$ cat src/rtl/maze_pkg.sv
// maze_pkg: shared direction/state types, step deltas and direction helper for the maze solver
package maze_pkg;
  typedef enum logic [1:0] {DIR_N, DIR_E, DIR_S, DIR_W} dir_t;
  typedef enum logic [3:0] {IDLE, MARK, CHECK, PROBE, EVAL, NEXT, BACK, DRAIN, DONE, FAIL} state_t;
  localparam int DX [4] = '{0, 1, 0, -1};
  localparam int DY [4] = '{-1, 0, 1, 0};
  function automatic dir_t opposite(dir_t d);
    return dir_t'(d ^ 2'd2);
  endfunction
endpackage

$ cat src/rtl/maze_path_stack.sv
// maze_path_stack: LIFO of move directions with a combinational indexed read port for path drain
module maze_path_stack
  import maze_pkg::*;
#(
  parameter int DEPTH = 256,
  parameter int SPW = $clog2(DEPTH + 1)
) (
  input  logic           clk,
  input  logic           rst,
  input  logic           clear,
  input  logic           push,
  input  logic           pop,
  input  dir_t           din,
  input  logic [SPW-1:0] idx,
  output dir_t           top,
  output dir_t           rd_data,
  output logic [SPW-1:0] sp,
  output logic           empty,
  output logic           full
);
  localparam int AW = $clog2(DEPTH);
  dir_t mem [DEPTH];
  // stack pointer: cleared per search, moves one entry per push or pop
  always_ff @(posedge clk or posedge rst)
    if (rst) sp <= '0;
    else sp <= clear ? '0 : push ? sp + SPW'(1) : pop ? sp - SPW'(1) : sp;
  // entry storage needs no reset; only entries below sp are ever read
  always_ff @(posedge clk)
    if (push) mem[AW'(sp)] <= din;
  assign empty = sp == '0;
  assign full = sp == SPW'(DEPTH);
  assign top = empty ? DIR_N : mem[AW'(sp - SPW'(1))];
  assign rd_data = mem[AW'(idx)];
endmodule

$ cat src/rtl/maze_dfs_engine.sv
// maze_dfs_engine: depth-first maze solver streaming the found path; MAZE_STEP_COUNT_EN adds a step counter
module maze_dfs_engine #(
  parameter int ROWS = 16,
  parameter int COLS = 16,
  parameter int XW = $clog2(COLS),
  parameter int YW = $clog2(ROWS),
  parameter int STACK_DEPTH = 256,
  parameter int SPW = $clog2(STACK_DEPTH + 1)
) (
  input  logic          clk,
  input  logic          rst,
  input  logic          start,
  input  logic [XW-1:0] start_x,
  input  logic [YW-1:0] start_y,
  input  logic [XW-1:0] goal_x,
  input  logic [YW-1:0] goal_y,
  output logic          mem_rd,
  output logic          mem_wr,
  output logic [XW-1:0] mem_x,
  output logic [YW-1:0] mem_y,
  output logic          mem_din,
  input  logic          mem_dout,
  output logic          path_valid,
  input  logic          path_ready,
  output logic [1:0]    path_dir,
  output logic          path_last,
  output logic          busy,
  output logic          done,
  output logic          fail,
  output logic          overflow
`ifdef MAZE_STEP_COUNT_EN
  ,output logic [15:0]  steps
`endif
);
  import maze_pkg::*;
  state_t state, state_n;
  logic [XW-1:0] cx, gx, nx;
  logic [YW-1:0] cy, gy, ny;
  logic [SPW-1:0] sp, di;
  dir_t dir, mv, top, rd_data;
  logic ovf, off, at_goal, last, hs, push, pop, clear, empty, full;
  maze_path_stack #(.DEPTH(STACK_DEPTH), .SPW(SPW)) u_stack (
    .clk(clk), .rst(rst), .clear(clear), .push(push), .pop(pop), .din(dir),
    .idx(di), .top(top), .rd_data(rd_data), .sp(sp), .empty(empty), .full(full)
  );
  // a forward move steps along dir; a backtrack steps against the popped move
  assign mv = state == BACK ? opposite(top) : dir;
  assign nx = cx + XW'(DX[mv]);
  assign ny = cy + YW'(DY[mv]);
  assign off = (dir == DIR_N && cy == '0) || (dir == DIR_E && cx == XW'(COLS - 1)) ||
               (dir == DIR_S && cy == YW'(ROWS - 1)) || (dir == DIR_W && cx == '0);
  assign at_goal = cx == gx && cy == gy;
  assign last = di == sp - SPW'(1);
  assign hs = path_valid && path_ready;
  // state register
  always_ff @(posedge clk or posedge rst)
    if (rst) state <= IDLE;
    else state <= state_n;
  // next-state and per-state memory/stack strobes
  always_comb begin
    state_n = state;
    push = 1'b0;
    pop = 1'b0;
    clear = 1'b0;
    mem_rd = 1'b0;
    mem_wr = 1'b0;
    case (state)
      IDLE, DONE, FAIL: begin
        clear = start;
        state_n = start ? MARK : state;
      end
      MARK: begin
        mem_wr = 1'b1;
        state_n = CHECK;
      end
      CHECK: state_n = at_goal ? (empty ? DONE : DRAIN) : PROBE;
      PROBE: begin
        mem_rd = !off;
        state_n = off ? NEXT : EVAL;
      end
      EVAL: begin
        push = !mem_dout && !full;
        state_n = mem_dout ? NEXT : full ? FAIL : MARK;
      end
      NEXT: state_n = dir == DIR_W ? BACK : PROBE;
      BACK: begin
        pop = !empty;
        state_n = empty ? FAIL : top == DIR_W ? BACK : PROBE;
      end
      DRAIN: state_n = hs && last ? DONE : DRAIN;
      default: state_n = IDLE;
    endcase
  end
  // position, goal, probe direction, drain index and overflow flag
  always_ff @(posedge clk or posedge rst)
    if (rst) begin
      cx <= '0;
      cy <= '0;
      gx <= '0;
      gy <= '0;
      dir <= DIR_N;
      di <= '0;
      ovf <= 1'b0;
    end else begin
      if (clear) begin
        cx <= start_x;
        cy <= start_y;
        gx <= goal_x;
        gy <= goal_y;
        ovf <= 1'b0;
      end
      if (push || pop) begin
        cx <= nx;
        cy <= ny;
      end
      if (state == MARK) dir <= DIR_N;
      if (state == NEXT) dir <= dir_t'(dir + 2'd1);
      if (pop) dir <= dir_t'(top + 2'd1);
      if (state == EVAL && !mem_dout && full) ovf <= 1'b1;
      di <= state == DRAIN ? di + SPW'(hs) : '0;
    end
`ifdef MAZE_STEP_COUNT_EN
  // saturating count of pushes and pops for the current search
  always_ff @(posedge clk or posedge rst)
    if (rst) steps <= '0;
    else if (clear) steps <= '0;
    else if ((push || pop) && steps != 16'hFFFF) steps <= steps + 16'd1;
`endif
  assign mem_x = state == MARK ? cx : state == PROBE && !off ? nx : '0;
  assign mem_y = state == MARK ? cy : state == PROBE && !off ? ny : '0;
  assign mem_din = 1'b1;
  assign path_valid = state == DRAIN;
  assign path_dir = path_valid ? rd_data : 2'd0;
  assign path_last = path_valid && last;
  assign busy = !(state == IDLE || state == DONE || state == FAIL);
  assign done = state == DONE;
  assign fail = state == FAIL;
  assign overflow = ovf;
endmodule
$ cat config.mk
export PLATFORM = sky130hd
export DESIGN_NAME = maze_dfs_engine
export DESIGN_NICKNAME = d
export VERILOG_FILES = /design/src/rtl/maze_pkg.sv /design/src/rtl/maze_path_stack.sv /design/src/rtl/maze_dfs_engine.sv
export SDC_FILE = /design/constraint.sdc
export NUM_CORES = 1
export LEC_CHECK = 0
export CORE_MARGIN = 2
export CORE_UTILIZATION = 45
export DETAILED_ROUTE_END_ITERATION = 8
export PLACE_DENSITY = 0.57
export SETUP_SLACK_MARGIN = 0.15
export SYNTH_ARGS = -nofsm -noshare
export SYNTH_HDL_FRONTEND = slang
export SYNTH_SLANG_ARGS = --single-unit
$ cat constraint.sdc
create_clock -name clk -period 13.1 [get_ports clk]
set_clock_uncertainty 0.1 [all_clocks]
set_input_delay 1.965 -clock clk [delete_from_list [all_inputs] [get_ports clk]]
set_output_delay 1.965 -clock clk [all_outputs]
set_load 0.03 [all_outputs]
==> results of run 1 <==
[layout by cell type, fill, tap and decap left out, types with 10 or more instances in the layout]
master                            synthesis  routed
sky130_fd_sc_hd__nor4_1                  10      10
sky130_fd_sc_hd__nor2_1                 301     301
sky130_fd_sc_hd__clkbuf_16                0      59
sky130_fd_sc_hd__a21oi_1                 26      26
sky130_fd_sc_hd__o22ai_1                 18      18
sky130_fd_sc_hd__and3_1                  22      22
sky130_fd_sc_hd__xor2_1                  13      13
sky130_fd_sc_hd__a211oi_1                15      15
sky130_fd_sc_hd__xnor2_1                 25      25
sky130_fd_sc_hd__and2_1                  10      10
sky130_fd_sc_hd__mux4_2                 245     245
sky130_fd_sc_hd__nand3_1                 28      25
sky130_fd_sc_hd__dfrtp_1                 41      35
sky130_fd_sc_hd__mux2i_1                 56      56
sky130_fd_sc_hd__ha_1                    17      16
sky130_fd_sc_hd__o221ai_1                25      25
sky130_fd_sc_hd__buf_4                   12      37
sky130_fd_sc_hd__clkdlybuf4s50_1          0      38
sky130_fd_sc_hd__nor3_1                  15      15
sky130_fd_sc_hd__mux4_1                  21      21
sky130_fd_sc_hd__edfxtp_1               512     512
sky130_fd_sc_hd__clkbuf_1                94      15
sky130_fd_sc_hd__nand2_1                150     139
sky130_fd_sc_hd__o21ai_0                 30      29
sky130_fd_sc_hd__nand4_1                 12      12
sky130_fd_sc_hd__nand2_2                  2      13
sky130_fd_sc_hd__inv_1                   20      18
sky130_fd_sc_hd__nor2b_1                 12      12
sky130_fd_sc_hd__a21boi_0                11      11
[path summary, 6_finish.rpt]
check / from / endpoint / slack [ps] / cells past startpoint
worst max-delay path: u_stack.sp[0] / mem_x[3] / 3070 / 19
worst min register to register: overflow / overflow / 390 / 2
worst max register to register: u_stack.sp[0] / cy[3] / 6290 / 17
worst min-delay path: overflow / overflow / 390 / 2
max in group asynchronous: rst / di[0] / 10420 / 2
min in group asynchronous: rst / state[3] / 1760 / 2
[registers in the layout, summed over array words and instances (netlist names), 2 cells and up]
| name | flops |
|---|---|
| u_stack.mem | 512 |
| cy | 4 |
| dir | 2 |
| u_stack.sp | 9 |
| gy | 4 |
| state | 4 |
| cx | 4 |
| di | 9 |
| gx | 4 |
[per-layer routing]
layer	global-route usage (%)	wire [um]
met5	0	0
met4	10.6	3660
met3	5.17	7260
met2	41.3	40600
met1	36.9	35000
[kinds of logic after synthesis]
family / count (synthesis)
other: 1
buffers and inverters: 176
AOI/OAI and AO/OA: 181
and+or+nand+nor: 604
DFF: 553
muxes: 331
adders and majority gates: 19
xor gates and xnor gates: 40
[worst max-delay path: cells and delay by family (launching register included)]
family                   cells  cell delay (ps)
flip-flops                   1              710
AO/OA/AOI/OAI                7             2200
adder cells (fa/ha/maj)      2             1140
multiplexers                 1              450
AND/OR/NAND/NOR              5              960
buffers and inverters        4             1780
[power breakdown]
group          switching, mW  total [mW]  internal, mW
logic                   1.63        2.65          1.02
clock network          0.702        1.68         0.978
registers              0.145        2.26          2.11
[area by class of cell]
type	instances	area [um^2]	area share, %
flip-flops and latches	553	16400	52.0
repair buffers	75	658	2.08
inverters	20	75.1	0.238
multi-input cells	1176	11500	36.3
clock buffers	80	1620	5.11
well taps	846	1060	3.35
clock inverters	27	299	0.947
[through the flow]
step / std cells / setup WS, ps / util, %
after CTS: 2777 / 3120 / 50.2
final: 2777 / 3070 / 50.2
after global routing: 2777 / 2730 / 50.2
after floorplan: 1905 / 5270 / -
after detailed placement: 2670 / 3800 / 47.1
after global placement: 2670 / 3890 / 47.1
==> qor.tcl, run 1 <==
set qor(netlist-cell-type-count) 86
set qor(place.gp.congestion) 0.888
set qor(synth-xor-area-share_pct) 1.28
set qor(worst_pin_slew_ps) 1100
set qor(design.portCount) 40
set qor(synth_cells) 1905
set qor(finalHoldWorstSlack_ps) 387
set qor(powerDensity_mw_per_mm2) 209
set qor(hold_viol_final) 0
set qor(detail_route.wirelength_mm) 86.5
set qor(detail_route.first_pass.iterations) 6
set qor(cts.sinks) 553
set qor(mappedNetlistArea_mm2) 0.0286
set qor(synth.largest_area_cell) {sky130_fd_sc_hd__edfxtp_1}
set qor(grt_start_max_net_pins) 111
set qor(grt_pass1_wl_mm) 128
set qor(detailedPlacementHpwl_mm) 53.5
set qor(worst_path_max_delay_cell) {sky130_fd_sc_hd__a2111oi_0}
set qor(cts_tree) {done}
set qor(start_kind) {flip-flop}
set qor(worst_path_largest_cell_delay_ps) 970
set qor(clk-insertion-delay-late_ps) 630
set qor(crit_path_end_kind) {primary output}
set qor(p_leak_nw) 9.77
set qor(worstSetupPathType) {flip-flop to primary output}
set qor(post_synth_fa_ha_maj_area_fraction_pct) 0.883
set qor(drv_cap) 0
set qor(fin_total_pwr_mw) 6.59
set qor(post-route-min-period_ps) 10030
set qor(async_reset_ff_share_pct) 7.41
set qor(synth_top_family_by_area) {multiplexers}
set qor(initial_antenna_violation_count) 0
set qor(critical_path_arrival_ps) 7960
set qor(die-area_mm2) 0.0657
set qor(synth-compound-area-share_pct) 4.64
set qor(worstHoldPathType) {flip-flop to flip-flop}
set qor(synth-simple-area-share_pct) 9.40
set qor(synth_top_cells_by_count) {sky130_fd_sc_hd__edfxtp_1, sky130_fd_sc_hd__nor2_1, sky130_fd_sc_hd__mux4_2, sky130_fd_sc_hd__nand2_1, sky130_fd_sc_hd__clkbuf_1}
set qor(vias_in_the_first_global_route) 18500
set qor(peakVddDrop_uv) 174
set qor(final-max-slew-violation-count) 0
set qor(postCtsSetupBuffers) 0
set qor(hold_buffers) 0
set qor(die_height_um) 256
set qor(globalRouteTotalUtil_pct) 26.5
set qor(synth_enable_flop_cells) 512
set qor(grt-ovfl-total) 0
set qor(drc_errors) 0
set qor(placeable_core_region_mm2) 0.0630
set qor(area.growth.synth_to_final_pct) 10.3
set qor(drt-wirelength-per-cell_um) 31.1
set qor(setup_tns_ps) 0
set qor(slew-limit-headroom_pct) 25.0
set qor(synth.most_common_cell) {sky130_fd_sc_hd__edfxtp_1}
set qor(synth_warnings) 0
set qor(n_fill_cell) 5240
set qor(finalSetupViolCount) 0
set qor(place.port_buffers) 38
set qor(nets_in_the_synthesized_netlist) 1945
set qor(postSynth.topFlopCell) {sky130_fd_sc_hd__edfxtp_1}
set qor(synth.mux.area_fraction_pct) 23.5
set qor(floorplan.initialDensity_pct) 45.5
set qor(worst_setup_hold_path_clk_slew_ps) 70
set qor(required_ps) 11030
set qor(vias) 18200
set qor(root_buffer) {sky130_fd_sc_hd__clkbuf_16}
set qor(total_number_of_nets_in_the_final_design) 1924
set qor(drtAntennaViolNets) 0
set qor(drive_above_1_share_pct) 21.8
set qor(cts.htree.levels) 2
set qor(fmax_mhz) 99.7
set qor(grt_setup_unrepaired) {false}
set qor(final_cell_area_mm2) 0.0316
set qor(floorplan.rows) 92
set qor(synth.top_cells.by_area) {sky130_fd_sc_hd__edfxtp_1, sky130_fd_sc_hd__mux4_2, sky130_fd_sc_hd__nor2_1}
set qor(synth_seq_area_share_pct) 57.3
set qor(cp_max_fo) 52
set qor(clk_path_buf_depth) 3
set qor(postSynthRegisterBits) 553
set qor(fp.dieW_um) 256
set qor(postSynthAreaPerCell_um2) 15.0
set qor(antenna-diode-count) 0
set qor(drt_first_iter_violations) 2127
set qor(placedInstanceArea_mm2) 0.0297
set qor(synth_top_area_share_pct) 53.7
set qor(status) {finished clean}
set qor(vias_per_cell) 6.54
set qor(cts_buffers) 58
set qor(crit_path_cell_trace) {inv_1, ha_4, buf_4, mux4_2, nand2_1, a21oi_1, a2111oi_0, nor4_1, a211oi_2, o32a_2, nand2_1, inv_1, ha_1, a21o_1, a21oi_1, or3b_1, or4b_1, o211ai_2, clkdlybuf4s50_1}
set qor(postCtsResizedCells) 0
set qor(final.period_utilization_pct) 76.5
No activity file was read; power rests on OpenSTA's default activity.
==> inputs of run 2 (changes only) <==
Clock period 13.1 ns to 9.4 ns, I/O delays scaled along.
==> qor.tcl, run 2 (same netlist as run 1, synthesis figures left out) <==
set qor(total_number_of_nets_in_the_final_design) 1937
set qor(final-max-slew-violation-count) 0
set qor(hold_path.startpoint) {overflow}
set qor(start_kind) {flip-flop}
set qor(floorplan.rows) 92
set qor(detail_route.first_pass.iterations) 5
set qor(postCtsResizedCells) 0
set qor(comb_power_share_pct) 40.9
set qor(fin_total_pwr_mw) 9.30
set qor(area.growth.synth_to_final_pct) 11.2
set qor(worst-r2r-setup-slack_ps) 3240
set qor(hold_viol_final) 0
set qor(initial_antenna_violation_count) 0
set qor(worst_pin_slew_ps) 1370
set qor(crit_path_cell_trace) {inv_1, ha_4, buf_4, mux4_2, nand2_1, a21oi_1, a2111oi_0, nor4_1, a211oi_2, o32a_2, nand2_1, inv_1, ha_1, a21o_1, a21oi_1, or3b_1, or4b_1, o211ai_2, clkdlybuf4s50_1}
set qor(share_seq_of_total_power_pct) 33.4
set qor(slew-limit-headroom_pct) 8.84
set qor(worst_r2r_startpoint) {u_stack.sp[1]}
set qor(critical_path_arrival_ps) 7220
set qor(largest_reg_flops) 512
set qor(share_clk_of_total_power_pct) 25.7
set qor(commonest_non_fill_non_tap_cell_in_the_layout) {sky130_fd_sc_hd__edfxtp_1}
set qor(crit_path_end_kind) {primary output}
set qor(powerDensity_mw_per_mm2) 292
set qor(min_path_cells) 2
set qor(internal-power_mw) 5.85
set qor(layout_top_registers) {u_stack.mem (512), di (9), u_stack.sp (9)}
set qor(n_fill_cell) 5287
set qor(worstHoldPathType) {flip-flop to flip-flop}
set qor(worst_r2r_path_depth) 17
set qor(drv_cap) 0
set qor(clk_path_buf_depth) 3
set qor(postCtsSetupBuffers) 0
set qor(placeable_core_region_mm2) 0.0630
set qor(vias) 18200
set qor(hold-path-endpoint) {overflow}
set qor(cts.htree.levels) 2
set qor(p_switching_mw) 3.45
set qor(drive_above_1_share_pct) 22.5
set qor(detailedPlacementHpwl_mm) 53.3
set qor(place.gp.congestion) 0.901
set qor(worst_setup_hold_path_clk_slew_ps) 60
set qor(cts_tree) {done}
set qor(cp_max_fo) 35
set qor(drt_first_iter_violations) 2148
set qor(hold_buffers) 0
set qor(vias_per_cell) 6.50
set qor(globalRouteTotalUtil_pct) 26.0
set qor(peakVddDrop_uv) 240
set qor(antenna-diode-count) 0
set qor(cts.sinks) 553
set qor(area_of_combinational_cells_with_multiple_inputs_mm2) 0.0114
set qor(grt_start_max_net_pins) 259
set qor(floorplan.initialDensity_pct) 45.5
set qor(p_sw_share_pct) 37.1
set qor(grt-ovfl-total) 0
set qor(most-common-layout-cells) {sky130_fd_sc_hd__edfxtp_1, sky130_fd_sc_hd__nor2_1, sky130_fd_sc_hd__mux4_2}
set qor(largest_register) {u_stack.mem}
set qor(grt_setup_unrepaired) {false}
set qor(timing.rr.end) {cy[3]}
set qor(status) {finished clean}
set qor(drc_errors) 0
set qor(p_leak_nw) 9.90
set qor(detail_route.wirelength_mm) 85.3
set qor(worst_path_largest_cell_delay_ps) 990
set qor(final.period_utilization_pct) 92.9
set qor(drt-wirelength-per-cell_um) 30.5
set qor(setup_tns_ps) 0
set qor(vias_in_the_first_global_route) 18200
set qor(post-route-min-period_ps) 8730
set qor(root_buffer) {sky130_fd_sc_hd__clkbuf_16}
set qor(worst_path_max_delay_cell) {sky130_fd_sc_hd__a2111oi_0}
set qor(cts_buffers) 60
set qor(design.portCount) 40
set qor(required_ps) 7890
set qor(sequential_cell_area_mm2) 0.0164
set qor(fp.dieW_um) 256
set qor(worstSetupPathType) {flip-flop to primary output}
set qor(finalSetupViolCount) 0
set qor(die-area_mm2) 0.0657
set qor(place.port_buffers) 38
set qor(drtAntennaViolNets) 0
set qor(fmax_mhz) 115
set qor(clk-insertion-delay-late_ps) 640
set qor(die_height_um) 256
set qor(grt_pass1_wl_mm) 126
==> run 2: cell types whose count changed in the layout (fill, tap and decap cells not counted), sizes merged <==
| cell | before | now |
|---|---|---|
| bufinv | 6 | 5 |
| inv | 23 | 21 |
| clkinvlp | 1 | 2 |
| clkbuf | 80 | 74 |
| buf | 37 | 48 |
| clkinv | 17 | 32 |
==> run 2: power by group through the flow <==
stage                     sequential [mW]  combinational (mW)  clock (mW)
final                                3.11                3.80        2.39
after global routing                 3.12                4.02        2.52
after CTS                            3.10                3.80        2.43
after detailed placement             3.15                3.77           0
after global placement               3.15                3.76           0
after floorplan                      3.18                2.52           0
==> run 2: worst max path at each step <==
stage                             start  endpoint
final                     u_stack.sp[1]  mem_x[3]
after CTS                 u_stack.sp[1]  mem_x[3]
after global routing      u_stack.sp[1]  mem_x[3]
after floorplan           u_stack.sp[0]  mem_y[3]
after global placement    u_stack.sp[1]  mem_x[3]
after detailed placement  u_stack.sp[1]  mem_x[3]
==> run 2: layout make-up <==
type / count / share of cell area [%]
inverter: 20 / 0.236
timing repair buffer: 86 / 2.60
multi-input combinational: 1176 / 35.9
sequential: 553 / 51.6
clock inverter: 40 / 1.09
tap: 846 / 3.33
clock buffer: 74 / 5.22
==> run 2: through the flow <==
step           cell area (um^2)  util, %  setup slack (ps)  hold slack [ps]  std cells
3_3_place_gp              29800     47.4              1610              374       2681
2_1_floorplan             28600        -              2120              367       1905
4_1_cts                   31800     50.6               886              402       2795
6_report                  31800     50.6               672              393       2795
3_5_place_dp              29800     47.4              1610              389       2681
5_1_grt                   31800     50.6               602              441       2795
==> run 2: critical path: cells and delay by family, from the launching register on <==
| family | cells | cell delay, ps |
|---|---|---|
| AOI/OAI and AO/OA | 7 | 2240 |
| buffers and inverters | 4 | 1320 |
| and+or+nand+nor | 5 | 960 |
| adders and majority gates | 2 | 1010 |
| muxes | 1 | 320 |
| DFF | 1 | 720 |
==> run 2: metal layers <==
layer / GRT usage, % / wire length, um / part of all wire, % / vias up
met5: 0 / 0 / 0 / -
met4: 8.93 / 3030 / 3.6 / 0
li1: - / - / - / 7546
met2: 41.7 / 41000 / 48 / 945
met3: 4.76 / 6910 / 8.1 / 158
met1: 36.1 / 34300 / 40 / 9517
==> patch 1, RTL diff (config.mk and constraints of run 2) <==
Encoding of `state_t`: now one-hot (10 bits for 10 states).
--- a/src/rtl/maze_pkg.sv
+++ b/src/rtl/maze_pkg.sv
@@ -1,7 +1,7 @@
 // maze_pkg: shared direction/state types, step deltas and direction helper for the maze solver
 package maze_pkg;
   typedef enum logic [1:0] {DIR_N, DIR_E, DIR_S, DIR_W} dir_t;
-  typedef enum logic [3:0] {IDLE, MARK, CHECK, PROBE, EVAL, NEXT, BACK, DRAIN, DONE, FAIL} state_t;
+  typedef enum logic [9:0] {IDLE = 10'b0000000001, MARK = 10'b0000000010, CHECK = 10'b0000000100, PROBE = 10'b0000001000, EVAL = 10'b0000010000, NEXT = 10'b0000100000, BACK = 10'b0001000000, DRAIN = 10'b0010000000, DONE = 10'b0100000000, FAIL = 10'b1000000000} state_t;
   localparam int DX [4] = '{0, 1, 0, -1};
   localparam int DY [4] = '{-1, 0, 1, 0};
   function automatic dir_t opposite(dir_t d);
Check against the original RTL: same outputs for any inputs over 4 cycles, from zero or initial values and one cycle with rst high; so few cycles prove little.
==> patch 1 against run 2 <==
- setup slack improved by 0.095 ns
- routed wire length rose by 1.5%
- design area fell by 0.40%
- utilization shrank 0.11 points
- first-iteration DRC count up 0.98%
- area after synthesis is 0.46% lower
- sequential cell count increased by 6
- critical path type unchanged
- largest cell class unchanged
Power is not compared: it rests on default switching activity, and its combinational part moved more than twofold at a synthesized area within 25%.
==> patch 1: results (changes against run 2) <==
stage	metric	value	unit	change
status	status	finished clean		
timing	relSlewSlack	19.5	%	+11 points
grt	grt_pass1_wl	128000	um	+2.2%
grt	grt_pass1_vias	18600		+2.3%
yosys	ys_seq_area_share	58.1	%	+0.80 points
worst_setup_path	cp_data_arrival_time	7.12	ns	-0.10 ns
yosys	synth-async-reset-ratio	8.41	%	+0.99 points
placed_design	io_buffer_count	38		unchanged
worst_setup_path	startpoint	u_stack.sp[0]$_DFFE_PP0P_		
finish	drive_above_1_share	22.0	%	-0.48 points
finish	fin_nets	1953		+0.83%
drt	num_vias	18300		+0.55%
drt	post_drt_wl_per_cell	30.8	um	+0.95%
clocking	cts.path.max_buffers	3		unchanged
yosys	ys_warn_count	0		unchanged
grt	antenna_found_initial	0		unchanged
yosys	synth_top_cells_by_count	edfxtp_1, nor2_1, mux4_2, nand2_1, clkbuf_1		
timing	hold-worst-slack	0.394	ns	+0.00134 ns
clocking	path_clk_slew	0.06	ns	about the same
finish	num_antenna_cells	0		unchanged
placed_design	dpl_cell_area	29700	um2	-0.58%
worst_setup_path	max_stage_delay	0.91	ns	-0.08 ns
worst_setup_path	worstPathMaxFanout	41		+17%
min_path	min_delay_worst_endpoint	overflow$_DFFE_PP0P_		
placed_design	place_ws	1.20	ns	-0.406 ns
placed_design	gp_congestion	0.878		-2.5%
yosys	synth_area_leaders	edfxtp_1, mux4_2, dfrtp_1		
clocking	cts_made_buffers	61		+1.7%
drt	first_iter_violations	2169		+0.98%
clocking	clkLatencyLatePin	0.65	ns	
yosys	synth.distinct_cells	84		-2.3%
min_path	min_path_cells	1		-1
min_path	holdCritPathClass	reg -> reg		
grt	grt_max_degree	110		-58%
yosys	synthFlopType	edfxtp_1		
worst_setup_path	slowest_stage	ha_4		
pwr	p_leak	9.02	nW	
worst_setup_path	r2r-end	cx[3]$_DFFE_PP0P_		
pwr	p_seq	0.00287	W	
worst_setup_path	r2r_start	u_stack.sp[0]$_DFFE_PP0P_		
pwr	ir_drop	0.220	mV	
worst_setup_path	reg2reg_depth	16		-1
drt	dr.pass1.iters	5		unchanged
pwr	internal-power	0.00492	W	
clocking	cts_max_level	2		unchanged
finish	top_regs	u_stack.mem (512), state (10)		
worst_setup_path	reg2reg_slack	3.32	ns	+0.08 ns
grt	grt.total_usage	26.6	%	+0.59 points
pwr	comb-power	0.00176	W	
placed_design	dp_hpwl	53600	um	+0.65%
-- patch 1: cell type report --
class | count | area, um2
multi-input combinational | 1202 | 11300
fill | 5408 | 31100
sequential | 559 | 16600
timing repair buffer | 73 | 706
clock buffer | 77 | 1610
inverter | 18 | 67.6
clock inverter | 35 | 439
tap | 846 | 1060
-- patch 1: repair_timing --
| item | CTS | global route |
|---|---|---|
| buffers inserted | 0 | 0 |
| gates resized for setup | 0 | 1 |
| hold buffers | 0 | 0 |
| hold endpoints to repair | 0 | 0 |
| endpoints found under the setup margin | 0 | 1 |
-- patch 1: worst max-delay path by stage --
stage                     to  slack (ns)
floorplan           mem_x[2]        2.25
global placement    mem_x[3]        1.23
detailed placement  mem_x[3]        1.20
CTS                 mem_x[3]        0.48
global route        mem_x[3]        0.22
finish              mem_x[3]        0.77
-- patch 1: per-stage QoR --
step	std cells	util (%)
finish	2810	50.4
global route	2810	50.4
CTS	2810	50.4
detailed placement	2698	47.2
global placement	2698	47.2
floorplan	1931	-
-- patch 1: logic make-up (layout without fill, tap and decap cells) --
kind of cell | Yosys count | after routing | synth area share [%]
AOI/OAI and AO/OA | 221 | 221 | 5.52
xor gates and xnor gates | 36 | 36 | 1.17
adders and majority gates | 17 | 17 | 0.773
buffers and inverters | 170 | 203 | 2.66
DFF | 559 | 559 | 58.1
muxes | 344 | 344 | 23.0
other | 1 | 1 | 0.0132
and+or+nand+nor | 583 | 583 | 8.84
-- patch 1: metal layers --
metal	part of all wire (%)	global-route usage, %	routed length [um]
met1	40	36.6	35000
met2	47	41.9	40500
met3	9.1	6.37	7880
met4	3.6	9.18	3150
met5	0	0	0
==> patch 2, RTL diff (flow settings as in run 2) <==
Without the edit above. The parameter `COLS` goes from 16 to 32.
--- a/src/rtl/maze_dfs_engine.sv
+++ b/src/rtl/maze_dfs_engine.sv
@@ -1,7 +1,7 @@
 // maze_dfs_engine: depth-first maze solver streaming the found path; MAZE_STEP_COUNT_EN adds a step counter
 module maze_dfs_engine #(
   parameter int ROWS = 16,
-  parameter int COLS = 16,
+  parameter int COLS = 32,
   parameter int XW = $clog2(COLS),
   parameter int YW = $clog2(ROWS),
   parameter int STACK_DEPTH = 256,
Ports: changed (resized goal_x, mem_x and start_x); port bits go from 40 to 43. The function was not compared with the original's and may differ.
==> patch 2 against run 2 <==
- area after synthesis grew 0.17%
- routed wire length is 6.7% higher
- non-clock buffer count fell by 1
- cell count up 3.0%
- design area is 0.18% lower
- sequential cell count rose by 2
- die area rose by 0.17%
- register-to-register slack worse by 0.15 ns
- fmax down 3.1%
- power increased by 2.3%
- global-route usage rose by 1.8 points
- setup slack lost 0.28 ns
- critical endpoint is now mem_x[4]
==> patch 2: results (changes against run 2) <==
stage	metric	value	unit	change
finish	fin_nets	2030		+4.8%
min_path	holdCritPathClass	reg -> reg		
worst_setup_path	startpoint	u_stack.sp[0]$_DFFE_PP0P_		
timing	period_needed	9.01	ns	+0.282 ns
clocking	path_clk_slew	0.06	ns	about the same
grt	antenna_found_initial	0		unchanged
drt	dr.pass1.iters	6		+1
grt	grt.total_usage	27.8	%	+1.8 points
yosys	ys_warn_count	0		unchanged
placed_design	dp_hpwl	58100	um	+9.0%
pwr	ir_drop	0.208	mV	-13%
placed_design	io_buffer_count	41		+7.9%
status	status	finished clean		
finish	top_regs	u_stack.mem (512), di (9), u_stack.sp (9)		
worst_setup_path	cp_data_arrival_time	7.50	ns	+0.28 ns
timing	relSlewSlack	15.3	%	+6.5 points
drt	routed_wl	91000	um	+6.7%
yosys	synth_edf_count	512		unchanged
min_path	min_path_cells	2		unchanged
timing	hold-worst-slack	0.402	ns	+0.00898 ns
placed_design	gp_congestion	0.958		+6.4%
placed_design	place_ws	0.798	ns	-0.810 ns
worst_setup_path	endpoint	mem_x[4]		
yosys	ys_seq_area_share	57.4	%	+0.077 points
min_path	min_delay_worst_endpoint	gy[0]$_DFFE_PP0P_		
yosys	synth_area_leaders	edfxtp_1, mux4_2, nor2_1		
grt	grt_max_degree	147		-43%
yosys	synth-async-reset-ratio	7.75	%	+0.33 points
drt	viasPerCell	6.61		+1.7%
finish	finalInstanceArea	31800	um2	-0.18%
worst_setup_path	reg2reg_slack	3.09	ns	-0.15 ns
timing	drv_slew	0		unchanged
yosys	syn_area_per_cell	14.4	um2	-4.2%
pwr	p_leak	9.84	nW	-0.64%
finish	num_antenna_cells	0		unchanged
grt	grt_pass1_wl	134000	um	+6.4%
yosys	synth.distinct_cells	82		-4.7%
yosys	synth_top_cells_by_count	edfxtp_1, nor2_1, mux4_2, nand2_1, clkbuf_1		
drt	first_iter_violations	2468		+15%
clocking	cts_made_buffers	58		-3.3%
clocking	cts.path.max_buffers	3		unchanged
placed_design	dpl_cell_area	29800	um2	about the same
pwr	internal-power	0.00572	W	-2.2%
drt	post_drt_wl_per_cell	31.6	um	+3.6%
worst_setup_path	worstPathMaxFanout	18		-49%
finish	drive_above_1_share	20.6	%	-1.9 points
clocking	clkLatencyLatePin	0.63	ns	
worst_setup_path	reg2reg_depth	19		+2
grt	grt_pass1_vias	19100		+5.2%
min_path	hp-start	gy[0]$_DFFE_PP0P_		
worst_setup_path	r2r-end	cx[4]$_DFFE_PP0P_		
clocking	cts-root-buf	clkbuf_16		
yosys	yosys.area.top_type	edfxtp_1		
placed_design	dp.cells	2769		+3.3%
clocking	cts_max_level	2		unchanged
patch 2: critical path, cell delays in order, from the launching register on:
cell and delay (ns):
dfrtp_4 0.64, inv_2 0.28, ha_4 0.35, or3b_1 0.67, xnor2_2 0.37, nor2_2 0.71, a32oi_1 0.40, a211oi_2 0.38
a211oi_2 0.11, a221oi_4 0.53, inv_1 0.09, ha_1 0.22, inv_1 0.09, fa_1 0.23, inv_1 0.05, a21o_1 0.15
a21oi_1 0.32, xor2_1 0.18, o22a_1 0.14, o21ai_0 0.08, a21oi_1 0.15, clkdlybuf4s50_1 0.69
patch 2: cells by family after synthesis:
logic type	synth area share, %
and+or+nand+nor	10.8
DFF	57.4
muxes	21.9
AOI/OAI and AO/OA	4.70
buffers and inverters	2.80
xor gates and xnor gates	1.47
adders and majority gates	0.925
other	0.0131
patch 2: power groups by stage:
stage / Combinational (W) / Clock [W] / Sequential, W
floorplan: 0.00258 / 0 / 0.00318
global placement: 0.00390 / 0 / 0.00321
detailed placement: 0.00392 / 0 / 0.00322
CTS: 0.00394 / 0.00235 / 0.00316
global route: 0.00425 / 0.00244 / 0.00318
finish: 0.00403 / 0.00232 / 0.00317
patch 2: layout make-up:
cell class,instances,area [um2]
clock buffers,78,1630
clock inverters,29,262
fillers,5408,31300
inverters,16,60.1
multi-input cells,1271,11500
flip-flops and latches,555,16500
well taps,846,1060
repair buffers,85,803
patch 2: routing by layer:
layer	wire, um	track usage, %	vias to the layer above	part of all wire (%)
li1	-	-	7788	-
met1	35600	37.3	9937	39
met2	43900	45.5	1100	48
met3	8100	5.42	205	8.9
met4	3470	9.72	0	3.8
met5	0	0	-	0
patch 2: repair_timing:
item                                    CTS  global route
endpoints found under the setup margin    1             1
gates resized for setup                   1             0
pin swaps                                 0             0
gates cloned                              0             0
buffers inserted                          0             4
